**config.mk**
```make
export PLATFORM = sky130hd
export DESIGN_NAME = mac_dot_sequencer
export DESIGN_NICKNAME = d
export VERILOG_FILES = /design/src/rtl/mac_seq_pkg.sv /design/src/rtl/mac_dot_sequencer.sv
export SDC_FILE = /design/constraint.sdc
export NUM_CORES = 1
export LEC_CHECK = 0
export CORE_UTILIZATION = 45
export CTS_CLUSTER_SIZE = 24
export DETAILED_ROUTE_END_ITERATION = 7
export GPL_TIMING_DRIVEN = 0
export PLACE_DENSITY = 0.84
export RECOVER_POWER = 100
export SLEW_MARGIN = 10
export SYNTH_ARGS = -nofsm -noshare
export SYNTH_HDL_FRONTEND = slang
export SYNTH_SLANG_ARGS = --single-unit
```
**constraint.sdc**
```tcl
create_clock -name clk -period 2.71 [get_ports clk]
set_input_delay 0.6775 -clock clk [delete_from_list [all_inputs] [get_ports clk]]
set_output_delay 0.6775 -clock clk [all_outputs]
set_load 0.02 [all_outputs]
```
**src/rtl/mac_seq_pkg.sv**
```systemverilog
// ============================================================================
// Module  : mac_seq_pkg
// Brief   : Shared constants for the MAC dot-product sequencer: FSM state
//           encoding and operand/accumulator widths.
// Revision: 1.0 - initial release
// ============================================================================
`default_nettype none

package mac_seq_pkg;

  localparam int OPND_W = 8;
  localparam int ACC_W  = 16;

  // Sequencer FSM encoding (3-bit, kept as plain constants for legacy tools)
  localparam logic [2:0] IDLE    = 3'd0;
  localparam logic [2:0] CLEAR   = 3'd1;
  localparam logic [2:0] RUN     = 3'd2;
  localparam logic [2:0] DRAIN   = 3'd3;
  localparam logic [2:0] CAPTURE = 3'd4;
  localparam logic [2:0] OUT     = 3'd5;

endpackage : mac_seq_pkg

`default_nettype wire

```
**src/rtl/mac_dot_sequencer.sv**
```systemverilog
// ============================================================================
// Module  : mac_dot_sequencer
// Brief   : Drives the 8x8 signed MAC through one dot product of LEN operand
//           pairs: clears the accumulator, streams pairs from a valid/ready
//           source into start/A/B, then presents the 16-bit result on a
//           valid/ready output.
// Options : MAC_DOT_SEQ_AUTOSTART_EN - when defined, a consumed result loops
//           straight back to CLEAR (continuous mode) instead of IDLE.
// Revision: 1.0 - initial release
// ============================================================================
`default_nettype none

module mac_dot_sequencer
  import mac_seq_pkg::*;
#(
  parameter int LEN   = 8,
  parameter int CNT_W = 4
) (
  input  logic              clk,
  input  logic              rst,
  input  logic              go,
  output logic              busy,
  input  logic              in_valid,
  output logic              in_ready,
  input  logic [OPND_W-1:0] in_a,
  input  logic [OPND_W-1:0] in_b,
  output logic              mac_clr,
  output logic              mac_start,
  output logic [OPND_W-1:0] mac_a,
  output logic [OPND_W-1:0] mac_b,
  input  logic [ACC_W-1:0]  mac_result,
  output logic              out_valid,
  input  logic              out_ready,
  output logic [ACC_W-1:0]  out_data
);

  // Count value of the final pair of a vector
  localparam logic [CNT_W-1:0] LAST_CNT = CNT_W'(LEN - 1);

  logic [2:0]        state_q,     state_d;
  logic [CNT_W-1:0]  count_q,     count_d;
  logic              mac_clr_q,   mac_clr_d;
  logic              mac_start_q, mac_start_d;
  logic [OPND_W-1:0] mac_a_q,     mac_a_d;
  logic [OPND_W-1:0] mac_b_q,     mac_b_d;
  logic              out_valid_q, out_valid_d;
  logic [ACC_W-1:0]  out_data_q,  out_data_d;
  logic              hs_w;

  assign in_ready  = (state_q == RUN);
  assign busy      = (state_q != IDLE);
  assign hs_w      = in_valid && in_ready;

  assign mac_clr   = mac_clr_q;
  assign mac_start = mac_start_q;
  assign mac_a     = mac_a_q;
  assign mac_b     = mac_b_q;
  assign out_valid = out_valid_q;
  assign out_data  = out_data_q;

  // Next-state logic: FSM, element counter and registered MAC/output drives
  always_comb begin
    state_d     = state_q;
    count_d     = count_q;
    mac_clr_d   = 1'b0;          // high only for the cycle spent in CLEAR
    mac_start_d = mac_start_q;
    mac_a_d     = mac_a_q;
    mac_b_d     = mac_b_q;
    out_valid_d = out_valid_q;
    out_data_d  = out_data_q;
    case (state_q)
      IDLE: begin
        if (go) begin
          state_d   = CLEAR;
          mac_clr_d = 1'b1;
        end
      end
      CLEAR: begin
        count_d     = '0;
        mac_start_d = 1'b0;
        state_d     = RUN;
      end
      RUN: begin
        if (hs_w) begin
          mac_a_d     = in_a;
          mac_b_d     = in_b;
          mac_start_d = 1'b1;
          count_d     = count_q + CNT_W'(1);
          if (count_q == LAST_CNT) begin
            state_d = DRAIN;
          end
        end else begin
          // Bubble: the accumulator must hold
          mac_start_d = 1'b0;
        end
      end
      DRAIN: begin
        // The MAC adds the last pair on this edge
        mac_start_d = 1'b0;
        state_d     = CAPTURE;
      end
      CAPTURE: begin
        out_data_d  = mac_result;
        out_valid_d = 1'b1;
        state_d     = OUT;
      end
      OUT: begin
        if (out_ready) begin
          out_valid_d = 1'b0;
`ifdef MAC_DOT_SEQ_AUTOSTART_EN
          state_d   = CLEAR;
          mac_clr_d = 1'b1;
`else
          state_d   = IDLE;
`endif
        end
      end
      default: begin
        state_d = IDLE;
      end
    endcase
  end

  // State registers with asynchronous reset; a reset drops any partial vector
  always_ff @(posedge clk or posedge rst) begin
    if (rst) begin
      state_q     <= IDLE;
      count_q     <= '0;
      mac_clr_q   <= 1'b0;
      mac_start_q <= 1'b0;
      mac_a_q     <= '0;
      mac_b_q     <= '0;
      out_valid_q <= 1'b0;
      out_data_q  <= '0;
    end else begin
      state_q     <= state_d;
      count_q     <= count_d;
      mac_clr_q   <= mac_clr_d;
      mac_start_q <= mac_start_d;
      mac_a_q     <= mac_a_d;
      mac_b_q     <= mac_b_d;
      out_valid_q <= out_valid_d;
      out_data_q  <= out_data_d;
    end
  end

endmodule : mac_dot_sequencer

`default_nettype wire
```
==> flow_summary.json <==
{
  "outcome": "finished, final reports clean",
  "hp-class": "register to register",
  "critical_path.reg2reg.startpoint": "state_q[1]$_DFFE_PP0P_",
  "worstPathArrival_ns": 1.91,
  "power.density_nw_per_um2": 1167,
  "min_to": "out_valid$_DFFE_PP0P_",
  "ys.flop_type": "dfrtp_1",
  "final_net_count": 243,
  "drv_slew": 0,
  "syn-num-nets": 162,
  "r2r_cells": 5,
  "grt-ovfl-total": 0,
  "core_um2": 3744,
  "ys_warn_count": 0,
  "hold_start": "out_valid$_DFFE_PP0P_",
  "dp_hpwl_um": 2968,
  "synth_cell_types": 35,
  "die_area_um2": 4232,
  "fin_ws_ns": 0.1183,
  "numPortBuffers": 73,
  "start_util_pct": 47.79,
  "synth_seq_cells": 42,
  "hold_path_depth": 1,
  "clockBufferDepth": 2,
  "power.leakage_nw": 1.148,
  "antenna_cells": 0,
  "layout-drive-gt1-share_pct": 14.56,
  "rrSetupSlack_ns": 0.51,
  "die_width_um": 65.06,
  "mostFrequentLayoutCell": "dfrtp_1",
  "setup.worst_path.class": "register to output pin",
  "dr.pass1.iters": 4,
  "grt_pass1_wl_um": 6437,
  "clock-sinks": 42,
  "required_ns": 2.03,
  "ys_seq_area_share_pct": 58.74,
  "ir_drop_v": 0.0005662,
  "cts_buffers": 5,
  "routed_via_density": 5.031,
  "r2r-end": "out_data[6]$_DFFE_PP0P_",
  "worstSetupStartpointType": "register",
  "postCtsSetupBuffers": 0,
  "drcViolationCount": 0,
  "max_freq_mhz": 385.8,
  "rsz0062_at_grt": "no",
  "skew_ns": 0.003056,
  "hold_viol": 0,
  "critPathCaptureType": "output pin",
  "htreeDepth": 2,
  "netlist_area_um2": 1789,
  "antenna_found_initial": 0,
  "finalWirelength_um": 3858,
  "slew_headroom_pct": 55.68,
  "root_buffer": "clkbuf_8",
  "clkLatencyLatePin_ns": 0.29,
  "synthCells": 124,
  "cts_tree": "built",
  "cts_resized": 0,
  "final.setup.tns_ns": 0,
  "synth_edf_count": 0,
  "period_minus_slack_ns": 2.592,
  "crit_start": "state_q[0]$_DFFE_PP0P_",
  "wl_per_cell_um": 15.19,
  "final_cell_mix": "dfrtp_1 (42), dlygate4sd3_1 (38), clkdlybuf4s50_1 (35)",
  "grt_max_degree": 29,
  "row_count": 22,
  "async_flop_share_pct": 100.0,
  "finalSetupViolCount": 0,
  "ant_nets": 0,
  "drt_iter0_markers": 54,
  "dpl_worst_slack_ns": 0.3037,
  "hold_buffers": 0,
  "grt_usage_pct": 20.46,
  "synth_area_per_cell_um2": 14.43,
  "fp.dieH_um": 65.06,
  "worstMarginPinSlew_ns": 0.6649,
  "ios": 74,
  "period_share_pct": 95.64,
  "crit_fanout": 10,
  "maxCapViolCount": 0,
  "clkSlewWorstSetupHoldPaths_ns": 0.07,
  "vias": 1278,
  "synthToLayoutAreaGrowth_pct": 46.50,
  "first_global_vias": 1278,
  "place.gp.congestion": 0.8039
}
==> routing by layer <==
layer	share of wire, %	vias to the layer above	GRT usage, %
met5	0	-	0
met4	0.57	0	4.891
met3	6.6	3	5.986
met2	49	54	34.11
met1	44	622	26.19
li1	-	599	-
==> critical path: stages, from the launching register on <==
cell             delay (ns)
dfrtp_1                0.45
buf_2                  0.22
or3_1                  0.41
clkdlybuf4s50_1        0.56
==> worst max path at each step <==
stage                            end  slack, ns  depth (start not counted)
6_report                        busy       0.12                          3
5_1_grt                         busy       0.04                          3
4_1_cts                         busy       0.08                          3
3_5_place_dp    mac_b[3]$_DFFE_PP0P_       0.30                          5
3_3_place_gp   mac_start$_DFFE_PP0P_       0.29                          2
2_1_floorplan               in_ready       0.87                          2
==> power breakdown <==
group          leakage (nW)  switching (mW)  internal (mW)
combinational         0.590           0.775          0.776
clock                0.0472           0.199          0.204
sequential            0.510           0.173          0.932
==> cell usage after synthesis, types with 2 or more instances <==
cell,count,share of area (%)
nand3_1,2,0.56
o21ai_0,2,0.56
inv_1,3,0.63
nand2_1,6,1.3
buf_2,2,0.56
nor2_1,2,0.42
mux2_4,9,7.6
mux2_2,16,10
mux2_1,8,5.0
nor3b_1,3,1.3
dfrtp_1,42,59
buf_6,3,1.9
a21oi_1,2,0.56
a22o_1,3,1.5
==> flip-flops by register name (all words and copies together) (netlist names) <==
signal	cells
count_q	4
mac_a	8
mac_b	8
mac_clr	1
mac_start	1
out_data	16
out_valid	1
state_q	3
==> cell families after synthesis <==
family,after synthesis,synth area share (%)
and+or+nand+nor,24,8.323
xor gates and xnor gates,1,0.4896
adders and majority gates,1,0.6992
AOI/OAI and AO/OA,12,4.826
DFF,42,58.74
buffers and inverters,10,3.706
muxes,34,23.22
==> through the flow <==
stage	area (µm²)	hold WS, ns	total power, mW	std cells	util (%)
after detailed placement	2600	0.4740	2.898	246	69.45
after CTS	2695	0.4916	3.319	254	71.99
final	2621	0.4804	3.059	254	70.02
after floorplan	1789	0.5076	2.119	124	-
after global placement	2580	0.4672	2.825	245	68.92
after global routing	2621	0.5105	3.259	254	70.02
==> final cells by class <==
cell class | instances | area [µm²]
buffer | 7 | 36.28
tap | 48 | 60.06
multi-input combinational | 72 | 631.9
fill | 274 | 1122
sequential | 42 | 1051
inverter | 3 | 11.26
clock buffer | 6 | 82.58
timing repair buffer | 74 | 735.7
clock inverter | 2 | 12.51
(Power assumes the default switching activity.)
